### src/rtl/bit_stream_serializer.sv
// bit_stream_serializer: parallel word in over valid/ready, MSB-first serial
// bit stream out, with a one-word hold buffer so back-to-back words stream
// without an idle cycle between them.
module bit_stream_serializer #(
  parameter int WIDTH = 28,
  parameter int CNT_W = 5
) (
  input  logic             CLK,
  input  logic             RST_n,
  input  logic             LOAD_VALID,
  output logic             LOAD_READY,
  input  logic [WIDTH-1:0] LOAD_DATA,
  input  logic [CNT_W-1:0] LOAD_LEN,
  output logic             X,
  output logic             X_VALID,
  output logic [CNT_W-1:0] BIT_IDX,
  output logic             DONE,
  output logic             BUSY
);

  typedef enum logic {IDLE, SHIFT} state_e;

  localparam logic [CNT_W-1:0] WIDTH_C = CNT_W'(WIDTH);
  localparam logic [CNT_W-1:0] ONE_C   = CNT_W'(1);

  state_e             state_q, state_d;
  logic [WIDTH-1:0]   sh_q, sh_d;       // shift register, MSB is on X
  logic [CNT_W-1:0]   len_q, len_d;     // resolved length of current word
  logic [CNT_W-1:0]   idx_q, idx_d;     // bit index within current word
  logic               hfull_q, hfull_d;
  logic [WIDTH-1:0]   hdata_q, hdata_d;
  logic [CNT_W-1:0]   hlen_q, hlen_d;

  logic [CNT_W-1:0]   in_len;
  logic               xfer;
  logic               last;

  // Zero or out-of-range lengths mean a full word.
  assign in_len = (LOAD_LEN == '0 || LOAD_LEN > WIDTH_C) ? WIDTH_C : LOAD_LEN;
  assign xfer   = LOAD_VALID & ~hfull_q;
  assign last   = (idx_q == len_q - ONE_C);

  // State, datapath and hold-buffer registers.
  always_ff @(posedge CLK or negedge RST_n) begin
    if (!RST_n) begin
      state_q <= IDLE;
      sh_q    <= '0;
      len_q   <= '0;
      idx_q   <= '0;
      hfull_q <= 1'b0;
      hdata_q <= '0;
      hlen_q  <= '0;
    end else begin
      state_q <= state_d;
      sh_q    <= sh_d;
      len_q   <= len_d;
      idx_q   <= idx_d;
      hfull_q <= hfull_d;
      hdata_q <= hdata_d;
      hlen_q  <= hlen_d;
    end
  end

  // Next-state: load, shift, refill from hold buffer or bypass, or go idle.
  always_comb begin
    state_d = state_q;
    sh_d    = sh_q;
    len_d   = len_q;
    idx_d   = idx_q;
    hfull_d = hfull_q;
    hdata_d = hdata_q;
    hlen_d  = hlen_q;
    case (state_q)
      IDLE: begin
        if (xfer) begin
          state_d = SHIFT;
          sh_d    = LOAD_DATA;
          len_d   = in_len;
          idx_d   = '0;
        end
      end
      SHIFT: begin
        if (!last) begin
          sh_d  = sh_q << 1;
          idx_d = idx_q + ONE_C;
          if (xfer) begin
            hfull_d = 1'b1;
            hdata_d = LOAD_DATA;
            hlen_d  = in_len;
          end
        end else if (hfull_q) begin
          // Held word follows immediately; hold empties and ready returns.
          sh_d    = hdata_q;
          len_d   = hlen_q;
          idx_d   = '0;
          hfull_d = 1'b0;
        end else if (xfer) begin
          // Hold empty: the incoming word bypasses straight into the shifter.
          sh_d  = LOAD_DATA;
          len_d = in_len;
          idx_d = '0;
        end else begin
          state_d = IDLE;
          sh_d    = '0;
          idx_d   = '0;
        end
      end
      default: state_d = IDLE;
    endcase
  end

  // Outputs decode registered state only; nothing passes through from inputs.
  assign X_VALID    = (state_q == SHIFT);
  assign X          = X_VALID & sh_q[WIDTH-1];
  assign BIT_IDX    = idx_q;
  assign DONE       = X_VALID & last;
  assign BUSY       = X_VALID | hfull_q;
  assign LOAD_READY = ~hfull_q;

endmodule
### config.mk
export PLATFORM = sky130hd
export DESIGN_NAME = bit_stream_serializer
export DESIGN_NICKNAME = d
export VERILOG_FILES = /design/src/rtl/bit_stream_serializer.sv
export SDC_FILE = /design/constraint.sdc
export NUM_CORES = 1
export LEC_CHECK = 0
export BUFFER_PORTS_ARGS = -buffer_cell sky130_fd_sc_hd__buf_2
export CAP_MARGIN = 20
export CORE_MARGIN = 1.5
export CORE_UTILIZATION = 45
export CTS_CLUSTER_DIAMETER = 30
export DETAILED_ROUTE_END_ITERATION = 10
export GPL_TIMING_DRIVEN = 0
export HOLD_SLACK_MARGIN = 0.08
export PLACE_DENSITY = 0.67
export SLEW_MARGIN = 10
export SYNTH_ARGS = -nofsm -noshare
export SYNTH_HDL_FRONTEND = slang
export SYNTH_SLANG_ARGS = --single-unit
### constraint.sdc
create_clock -name CLK -period 4.11 [get_ports CLK]
set_input_delay 0.822 -clock CLK [delete_from_list [all_inputs] [get_ports CLK]]
set_output_delay 0.822 -clock CLK [all_outputs]
set_load 0.005 [all_outputs]
---- Word level (Yosys, flattened, before mapping) ----
Cells that the tools add are included.
operators by class
  add/sub/neg operators ................... 2
  order comparisons ....................... 1
  equal/unequal tests ..................... 3
  mux-type cells .......................... 19
  bitwise gates (word level) .............. 7
  reduce and logical (&&, ||, !) cells .... 5
operators by type and width
  cell                   number
  $mux W28               4
  $pmux W28 S2           1
  $mux W5                6
  $pmux W5 S2            2
  $add A5 B1 Y5 const B  1
  $eq A5 B5 Y1           1
  $gt A5 B5 Y1 const B   1
  $logic_not A5 Y1       1
  $mux W1                5
  $sub A5 B1 Y5 const B  1
  $and A1 B1 Y1          3
  $not A1 Y1             3
  $reduce_and A3 Y1      1
  $ne A2 B1 Y1 const B   1
  $ne A2 B2 Y1 const B   1
  $pmux W1 S2            1
  $reduce_and A2 Y1      1
  $reduce_bool A2 Y1     1
  $logic_or A1 B1 Y1     1
  $or A1 B1 Y1           1
storage, ports and cells
  register bits after elaboration ......... 73
  output and inout bits ................... 10

---- Logic depth before layout (Yosys ltp) ----
Gate-level depths: netlist (run 1).
  depth in word-level cells ............... 7
  gate-level depth with buffers ........... 9

---- Least setup slack after synthesis (run 1) ----
No wires, ideal clock.
  path kind ............................... register to output
  start point ............................. reg len_q[0]
  end point ............................... out DONE
  arrival ................................. 1.566 ns
  slack ................................... 1.722 ns
  stages on the path, launching flop included .. 7
  cell sequence ........................... dfrtp_1 inv_1 ha_1 nor3b_2 xnor2_1 nor3_4 and2_1
on the way
  cells in the longest elaborated chain, start to end .. 3
ends and longest elaborated chain
  element                 RTL line  RTL
  from (decl)             28        logic [CNT_W-1:0] len_q, len_d;
  from (signal assigned)  56        len_q <= len_d;
  $sub A5 B1 Y5           41        assign last = (idx_q == len_q - ONE_C);
  $eq A5 B5 Y1            41
  $and A1 B1 Y1           116       assign DONE = X_VALID & last;
  to (decl)               17        output logic DONE,
No other way between the ends.

---- Final worst setup path (run 1) ----
Ends and elaborated chain as after synthesis.

==> results.py, run 1 <==
metrics = {
    "status": {
        "status": "complete, no violations",
    },
    "die": {
        "num_rows": 34,
        "die_h_um": 97.1,
        "die-area_sq_um": 9440,
        "die_x_um": 97.1,
        "core_area_sq_um": 8640,
        "start_util_pct": 46.2,
        "ioPinCount": 46,
    },
    "drt": {
        "num_vias": 2930,
        "drtAntennaViolNets": 0,
        "met2WireLength_um": 4030,
        "dr.first_iter.drc_count": 133,
        "maxUsedRoutingLayer": "met4",
        "drt-met1-wl_um": 4160,
        "drc": 0,
        "vias_per_cell": 5.60,
        "wl_per_cell_um": 16.7,
        "routed_wl_um": 8740,
        "wl_met3_um": 366,
        "first_pass_iters": 4,
    },
    "layout": {
        "layout_commonest_cell": "dfrtp_1",
        "seq_area_sq_um": 1830,
        "drive_gt1_share_pct": 24.8,
        "design_area_sq_um": 4580,
        "fillerInstances": 822,
        "area_growth_pct": 14.7,
        "diodes": 0,
        "layout.nets": 448,
        "final_cell_mix": "dfrtp_1, buf_2, a21oi_1",
        "multi_input_area_sq_um": 1970,
    },
    "cts": {
        "path_clk_slew_ns": 0.08,
        "clk_path_buf_depth": 2,
        "htreeDepth": 3,
        "cts_resized": 0,
        "post_cts_buffers": 0,
        "cts.sinks": 73,
        "cts-root-buf": "clkbuf_8",
        "cts_tree": "yes",
        "hold_buffers": 0,
        "clk-insertion-delay-late_ns": 0.36,
        "cts_inserted_buffers": 9,
    },
    "power": {
        "combPwrFrac_pct": 46.0,
        "sequentialPowerShare_pct": 37.4,
        "power.leakage_nw": 2.05,
        "powerDensity_nw_per_um2": 769,
        "pwr-share-clk_pct": 16.6,
        "p_sw_w": 0.00128,
        "peakVddDrop_v": 0.000370,
        "power_w": 0.00352,
        "p_int_w": 0.00224,
        "switching_share_pct": 36.4,
    },
    "synth": {
        "synth_edf_count": 0,
        "ys_ff_latch": 73,
        "syn_avg_cell_area_sq_um": 11.3,
        "synth_cells": 353,
        "ys.flop_type": "dfrtp_1",
        "synth-async-reset-ratio_pct": 100,
        "synth_warnings": 0,
        "ys_types": 42,
        "ys_seq_area_share_pct": 45.8,
        "syn_nets": 391,
        "syn-cell-area_sq_um": 3990,
    },
    "worst_setup_path": {
        "worst_ep_arrival_time_ns": 2.29,
        "cp-end-kind": "output pin",
        "cp-start-kind": "flip-flop",
        "r2r_cells": 8,
        "cp.required_ns": 3.29,
        "critPathKind": "reg -> out",
        "worst-path-max-fanout": 8,
    },
    "sta": {
        "hold_viol": 0,
        "maxSlewHeadroom_pct": 53.6,
        "final.setup.worst_slack_ns": 1.00,
        "post-route-period-util_pct": 75.6,
        "whs_ns": 0.403,
        "skew_ns": 0.00716,
        "drv_slew": 0,
        "setup_viol": 0,
        "min_period_ns": 3.11,
        "worst_pin_slew_ns": 0.691,
        "setup_tns_ns": 0,
        "rsz0062_at_grt": "no",
        "fmax_mhz": 322,
    },
    "grt": {
        "grt.overflow.total": 0,
        "grt_pass1_vias": 2986,
        "grt_max_degree": 43,
        "track_usage_pct": 20.2,
        "grt_pass1_wl_um": 15200,
        "antenna_found_initial": 0,
    },
    "worst_hold_path": {
        "hold_path_class": "in -> async",
    },
    "job": {
        "cap_viol_max_count": 0,
    },
    "placement": {
        "dp_slack_ns": 1.36,
        "gp_congestion": 0.807,
        "numPortBuffers": 45,
        "placed_cell_area_sq_um": 4370,
        "hpwl_um": 5890,
    },
}
-- synthesized netlist by cell type, drive strengths merged (3+ instances only) --
| cell | n | area share (%) |
|---|---|---|
| nand3 | 4 | 0.63 |
| nor4 | 3 | 0.47 |
| a21oi | 34 | 4.3 |
| nand2b | 3 | 0.47 |
| nand2 | 10 | 0.94 |
| mux2 | 28 | 10 |
| xor2 | 4 | 0.88 |
| or3 | 3 | 0.47 |
| buf | 7 | 2.3 |
| xnor2 | 4 | 0.88 |
| nor2 | 7 | 0.66 |
| a21o | 28 | 5.3 |
| mux2i | 30 | 7.5 |
| a211oi | 28 | 5.3 |
| clkbuf | 19 | 1.8 |
| o21ai | 6 | 0.75 |
| o2bb2ai | 4 | 0.88 |
| inv | 6 | 0.56 |
| and2 | 29 | 4.5 |
| dfrtp | 73 | 46 |
-- power by group through the flow --
stage | Combinational (W) | Clock, W | Sequential [W]
after floorplan | 0.00130 | 0 | 0.00126
after global placement | 0.00157 | 0 | 0.00131
after detailed placement | 0.00162 | 0 | 0.00132
after CTS | 0.00163 | 0.000603 | 0.00132
after global routing | 0.00180 | 0.000637 | 0.00136
final | 0.00162 | 0.000583 | 0.00132
-- metal layers --
layer,vias to the layer above,GRT usage (%)
met5,-,0
met4,0,7.47
met3,15,5.47
met2,55,30.7
met1,1454,27.8
li1,1406,-
-- area by class of cell --
| type | instances | share of cell area (%) |
|---|---|---|
| inverter | 6 | 0.492 |
| multi-input combinational | 248 | 43.2 |
| tap | 108 | 2.95 |
| clock inverter | 5 | 1.18 |
| sequential | 73 | 39.9 |
| timing repair buffer | 46 | 5.41 |
| buffer | 26 | 3.58 |
| clock buffer | 11 | 3.31 |
-- worst paths after layout --
check                           from          to  slack, ns
setup / recovery            len_q[0]        DONE       1.00
hold / removal                 RST_n  hdata_q[6]       0.40
setup reg to reg            len_q[0]  hdata_q[2]       1.76
hold reg to reg            hlen_q[2]   hlen_q[2]       0.51
max in group asynchronous      RST_n    sh_q[19]       3.14
min in group CLK           hlen_q[2]   hlen_q[2]       0.51
-- cells by family after synthesis --
kind of cell / count (synthesis) / share of synthesized area [%]
AOI/OAI and AO/OA: 112 / 19.1
xor gates and xnor gates: 9 / 2.32
DFF: 73 / 45.8
muxes: 58 / 17.6
buffers and inverters: 32 / 4.68
and+or+nand+nor: 67 / 9.85
adders and majority gates: 2 / 0.627
-- flip-flops by register name, indices dropped and copies added (netlist names) --
signal / cells
hdata_q: 28
len_q: 5
X_VALID: 1
sh_q: 28
hlen_q: 5
hfull_q: 1
BIT_IDX: 5
-- worst max-delay path, cell delays in order, from the launching register on --
cell	delay, ns
dfrtp_1	0.42
inv_1	0.07
ha_1	0.23
nor3b_2	0.16
xnor2_1	0.22
nor3_4	0.47
and2_1	0.24
buf_2	0.12
-- metrics by stage --
step | std cells | utilization, %
2_1_floorplan | 353 | -
3_3_place_gp | 506 | 50.3
3_5_place_dp | 507 | 50.6
4_1_cts | 523 | 53.0
5_1_grt | 523 | 53.0
6_report | 523 | 53.0
Power figures use the tool's default switching activity.
==> run 2: changes to the inputs <==
--- a/config.mk
+++ b/config.mk
@@ -13,7 +13,7 @@
 export DETAILED_ROUTE_END_ITERATION = 10
 export GPL_TIMING_DRIVEN = 0
 export HOLD_SLACK_MARGIN = 0.08
-export PLACE_DENSITY = 0.67
+export PLACE_DENSITY = 0.7
 export SLEW_MARGIN = 10
 export SYNTH_ARGS = -nofsm -noshare
 export SYNTH_HDL_FRONTEND = slang
==> constraint.sdc (replaced) <==
create_clock -name CLK -period 2.5 [get_ports CLK]
set_input_delay 0.5 -clock CLK [delete_from_list [all_inputs] [get_ports CLK]]
set_output_delay 0.5 -clock CLK [all_outputs]
set_load 0.005 [all_outputs]
==> run 2 against run 1 <==
Core utilization grew 0.74 points. Design area grew 1.4%. Setup slack lost 0.88 ns. Non-clock buffer count grew 1. First-iteration DRC count shrank 14%. Die area is the same. Total power grew 69%. Combinational power grew 68%. Register-to-register slack lost 1.5 ns. Clock skew shrank 0.0010 ns. Hold slack lost 0.31 ns. Critical endpoint unchanged. Via count shrank 1.7%. Largest cell class unchanged.
==> results.py, run 2 (same netlist as run 1, synthesis figures left out) <==
metrics = {
    "worst_setup_path": {
        "cp-start-kind": "flip-flop",
        "cp-end-kind": "output pin",
        "worst-path-max-fanout": 4,
        "cp.required_ns": 2.00,
        "worst_ep_arrival_time_ns": 1.88,
        "critPathKind": "reg -> out",
    },
    "grt": {
        "grt_max_degree": 42,
        "track_usage_pct": 19.1,
        "grt_pass1_wl_um": 14700,
        "grt.overflow.total": 0,
        "antenna_found_initial": 0,
        "grt_pass1_vias": 2920,
    },
    "drt": {
        "vias_per_cell": 5.50,
        "routed_wl_um": 8490,
        "maxUsedRoutingLayer": "met4",
        "drtAntennaViolNets": 0,
        "first_pass_iters": 4,
        "num_vias": 2880,
        "drc": 0,
        "wl_per_cell_um": 16.2,
        "met2WireLength_um": 3870,
        "dr.first_iter.drc_count": 114,
        "wl_met3_um": 317,
        "drt-met1-wl_um": 4230,
    },
    "placement": {
        "hpwl_um": 5900,
        "numPortBuffers": 45,
        "gp_congestion": 0.770,
    },
    "sta": {
        "hold_viol": 0,
        "maxSlewHeadroom_pct": 51.7,
        "min_period_ns": 2.38,
        "fmax_mhz": 421,
        "setup_viol": 0,
        "rsz0062_at_grt": "no",
        "skew_ns": 0.00611,
        "drv_slew": 0,
        "post-route-period-util_pct": 95.1,
        "setup_tns_ns": 0,
        "worst_pin_slew_ns": 0.720,
    },
    "cts": {
        "htreeDepth": 3,
        "hold_buffers": 0,
        "cts_inserted_buffers": 9,
        "path_clk_slew_ns": 0.08,
        "clk-insertion-delay-late_ns": 0.35,
        "cts_tree": "yes",
        "cts.sinks": 73,
        "cts-root-buf": "clkbuf_8",
        "clk_path_buf_depth": 2,
    },
    "die": {
        "num_rows": 34,
        "core_area_sq_um": 8640,
        "die-area_sq_um": 9440,
        "ioPinCount": 46,
        "start_util_pct": 46.2,
        "die_x_um": 97.1,
        "die_h_um": 97.1,
    },
    "power": {
        "power.leakage_nw": 2.08,
        "peakVddDrop_v": 0.000492,
        "power_w": 0.00596,
        "powerDensity_nw_per_um2": 1280,
    },
    "job": {
        "cap_viol_max_count": 0,
    },
    "layout": {
        "drive_gt1_share_pct": 26.7,
        "layout_commonest_cell": "dfrtp_1",
        "area_growth_pct": 16.3,
        "final_cell_mix": "dfrtp_1, buf_2, a21oi_1",
        "biggestRegsByFlops": "hdata_q: 28 flops, sh_q: 28 flops",
        "diodes": 0,
        "layout.nets": 449,
    },
    "worst_hold_path": {
        "hold_path_class": "in -> async",
    },
    "status": {
        "status": "complete, no violations",
    },
}
## run 2: cell count changes in the layout (fill, tap and decap cells not counted), sizes merged
cell / before / now
buf: 53 / 55
clkbuf: 30 / 29
clkinv: 4 / 2
clkinvlp: 0 / 1
bufinv: 1 / 2
## run 2: area by class of cell
type | count | area, sq um
sequential | 73 | 1830
multi-input combinational | 248 | 2000
inverter | 6 | 22.5
timing repair buffer | 48 | 263
buffer | 25 | 164
tap | 108 | 135
clock inverter | 5 | 77.6
clock buffer | 11 | 151
fill | 799 | 4000
## run 2: metrics by stage
stage	worst slack, ns	cells	hold slack (ns)	util [%]	instance area (sq um)
finish	0.123	524	0.0894	53.7	4640
global route	0.0159	524	0.111	53.7	4640
CTS	0.0442	525	0.0995	53.6	4630
detailed placement	0.109	507	0.479	50.6	4370
global placement	0.118	506	0.485	50.3	4350
floorplan	0.384	353	0.204	-	3990
## run 2: routing by layer
layer / GRT usage, % / up-vias
li1: - / 1403
met4: 4.24 / 0
met2: 29.2 / 51
met5: 0 / -
met3: 5.18 / 9
met1: 27.3 / 1417
## run 2: power by group
part	total, W	internal, W	switching (W)
clock network	0.00106	0.000613	0.000446
logic	0.00272	0.00144	0.00128
registers	0.00218	0.00178	0.000397
## run 2: final timing paths
check / slack [ns] / from / cells past startpoint / endpoint
worst max register to register: 0.30 / hfull_q / 7 / sh_q[22]
max in group asynchronous: 1.84 / RST_n / 2 / sh_q[8]
min in group CLK: 0.39 / LOAD_DATA[8] / 2 / hdata_q[8]
worst min-delay path: 0.09 / RST_n / 1 / BIT_IDX[0]
worst min register to register: 0.51 / hlen_q[2] / 1 / hlen_q[2]
worst max-delay path: 0.12 / len_q[1] / 7 / DONE
## run 2: critical path, cell delays in order, from the launching register on
cell	delay [ns]
dfrtp_1	0.37
inv_1	0.05
ha_1	0.31
xor2_2	0.18
nand3_4	0.13
nor3_4	0.21
and2_4	0.17
buf_2	0.11
## run 2: timing repair
item,CTS,global route
gates resized for setup,4,3
cloned,0,0
buffers inserted,2,0
pin swaps,1,2
endpoints found under the setup margin,3,3
==> run 3: changes to the inputs <==
--- a/config.mk
+++ b/config.mk
@@ -11,7 +11,6 @@
 export CORE_UTILIZATION = 45
 export CTS_CLUSTER_DIAMETER = 30
 export DETAILED_ROUTE_END_ITERATION = 10
-export GPL_TIMING_DRIVEN = 0
 export HOLD_SLACK_MARGIN = 0.08
 export PLACE_DENSITY = 0.7
 export SLEW_MARGIN = 10
==> run 3 against run 2 <==
Sequential cell count did not move. Non-clock buffer count is 15 lower. Sequential power rose by 3%. Clock power down 5%. Critical endpoint unchanged. Largest power group unchanged. Highest routed layer unchanged.
==> results.py, run 3 (same netlist as run 1, synthesis figures left out) <==
metrics = {
    "worst_setup_path": {
        "cp-end-kind": "output pin",
        "cp-start-kind": "flip-flop",
        "reg2reg_to": "hdata_q[23]",
        "critPathKind": "reg -> out",
        "worst-path-max-fanout": 4,
        "regToRegSetupSlack_ns": 0.22,
        "worst_ep_arrival_time_ns": 1.93,
        "worstSetupStartpoint": "len_q[0]",
        "reg2reg_from": "len_q[0]",
        "cp.required_ns": 2.00,
        "r2r_cells": 8,
    },
    "sta": {
        "final.setup.worst_slack_ns": 0.0722,
        "whs_ns": 0.150,
        "worst_pin_slew_ns": 0.532,
        "fmax_mhz": 412,
        "hold_viol": 0,
        "setup_tns_ns": 0,
        "setup_viol": 0,
        "drv_slew": 0,
        "post-route-period-util_pct": 97.1,
        "min_period_ns": 2.43,
        "skew_ns": 0.00600,
        "maxSlewHeadroom_pct": 64.3,
    },
    "cts": {
        "path_clk_slew_ns": 0.08,
        "cts-root-buf": "clkbuf_8",
        "cts_tree": "yes",
        "clk_path_buf_depth": 2,
        "htreeDepth": 3,
        "clk-insertion-delay-late_ns": 0.35,
        "cts_inserted_buffers": 9,
        "cts.sinks": 73,
        "hold_buffers": 0,
    },
    "die": {
        "die_h_um": 97.1,
        "start_util_pct": 46.2,
        "num_rows": 34,
        "die_x_um": 97.1,
        "ioPinCount": 46,
        "die-area_sq_um": 9440,
        "core_area_sq_um": 8640,
    },
    "grt": {
        "grt.overflow.total": 0,
        "grt_pass1_wl_um": 14300,
        "grt_max_degree": 74,
        "track_usage_pct": 18.7,
        "grt_pass1_vias": 2906,
        "antenna_found_initial": 0,
    },
    "placement": {
        "dp_slack_ns": 0.214,
        "hpwl_um": 5170,
        "numPortBuffers": 45,
        "gp_congestion": 0.798,
        "place_inst": 490,
    },
    "drt": {
        "drc": 0,
        "vias_per_cell": 5.68,
        "routed_wl_um": 8340,
        "wl_per_cell_um": 16.4,
        "first_pass_iters": 6,
        "dr.first_iter.drc_count": 65,
        "num_vias": 2892,
        "drtAntennaViolNets": 0,
    },
    "layout": {
        "drive_gt1_share_pct": 28.2,
        "fillerInstances": 765,
        "layout.nets": 434,
        "final_cell_mix": "dfrtp_1, buf_2, a21oi_1",
        "biggestRegsByFlops": "hdata_q: 28 flops, sh_q: 28 flops",
        "fin_cells": 509,
        "area_growth_pct": 14.4,
        "layout_commonest_cell": "dfrtp_1",
        "diodes": 0,
    },
    "power": {
        "power_w": 0.00587,
        "power.leakage_nw": 2.06,
        "peakVddDrop_v": 0.000586,
        "powerDensity_nw_per_um2": 1290,
    },
    "job": {
        "cap_viol_max_count": 0,
    },
    "status": {
        "status": "complete, no violations",
    },
    "worst_hold_path": {
        "hold_path_class": "in -> async",
    },
}
[run 3: stage by stage]
step | util [%] | cell area (sq um)
2_1_floorplan | - | 3990
3_3_place_gp | 49.8 | 4300
3_5_place_dp | 49.8 | 4300
4_1_cts | 52.3 | 4520
5_1_grt | 52.8 | 4560
6_report | 52.8 | 4560
[run 3: timing repair]
action,4_1_cts,5_1_grt
setup endpoints to repair,1,1
setup buffers,0,3
gates resized for setup,1,3
pin swaps,0,4
[run 3: how the worst max path moves through the flow]
stage / end / slack, ns / cells past startpoint
after floorplan: hdata_q[0] / 0.38 / 8
after global placement: hdata_q[16] / 0.27 / 7
after detailed placement: hdata_q[23] / 0.21 / 7
after CTS: DONE / 0.009 / 7
after global routing: DONE / -0.03 / 7
final: DONE / 0.07 / 7
[run 3: final cells by class]
cell class                      instances  area (sq um)  area share (%)
Timing Repair Buffer                   58           360            7.90
Clock inverter                          6          82.6            1.81
Multi-Input combinational cell        248          2010            44.0
Clock buffer                           10           128            2.80
Sequential cell                        73          1830            40.1
Tap cell                              108           135            2.96
Inverter                                6          22.5           0.494
[run 3: worst max-delay path: stages (launching register included)]
cell and delay (ns):
dfrtp_1 0.40, inv_1 0.09, ha_4 0.27, xor2_1 0.18
nand3_2 0.14, nor3_4 0.23, and2_4 0.17, buf_2 0.11
[run 3: where the power goes]
part           switching [W]  internal, W
registers           0.000465      0.00178
logic                0.00118      0.00143
clock network       0.000453     0.000557
[run 3: layer usage]
layer	global-route usage (%)	vias to the layer above	routed length (um)
met5	0	-	0
met4	4.68	0	70
met3	5.25	6	337
met2	31.4	50	4100
met1	23.8	1458	3840
li1	-	1378	-
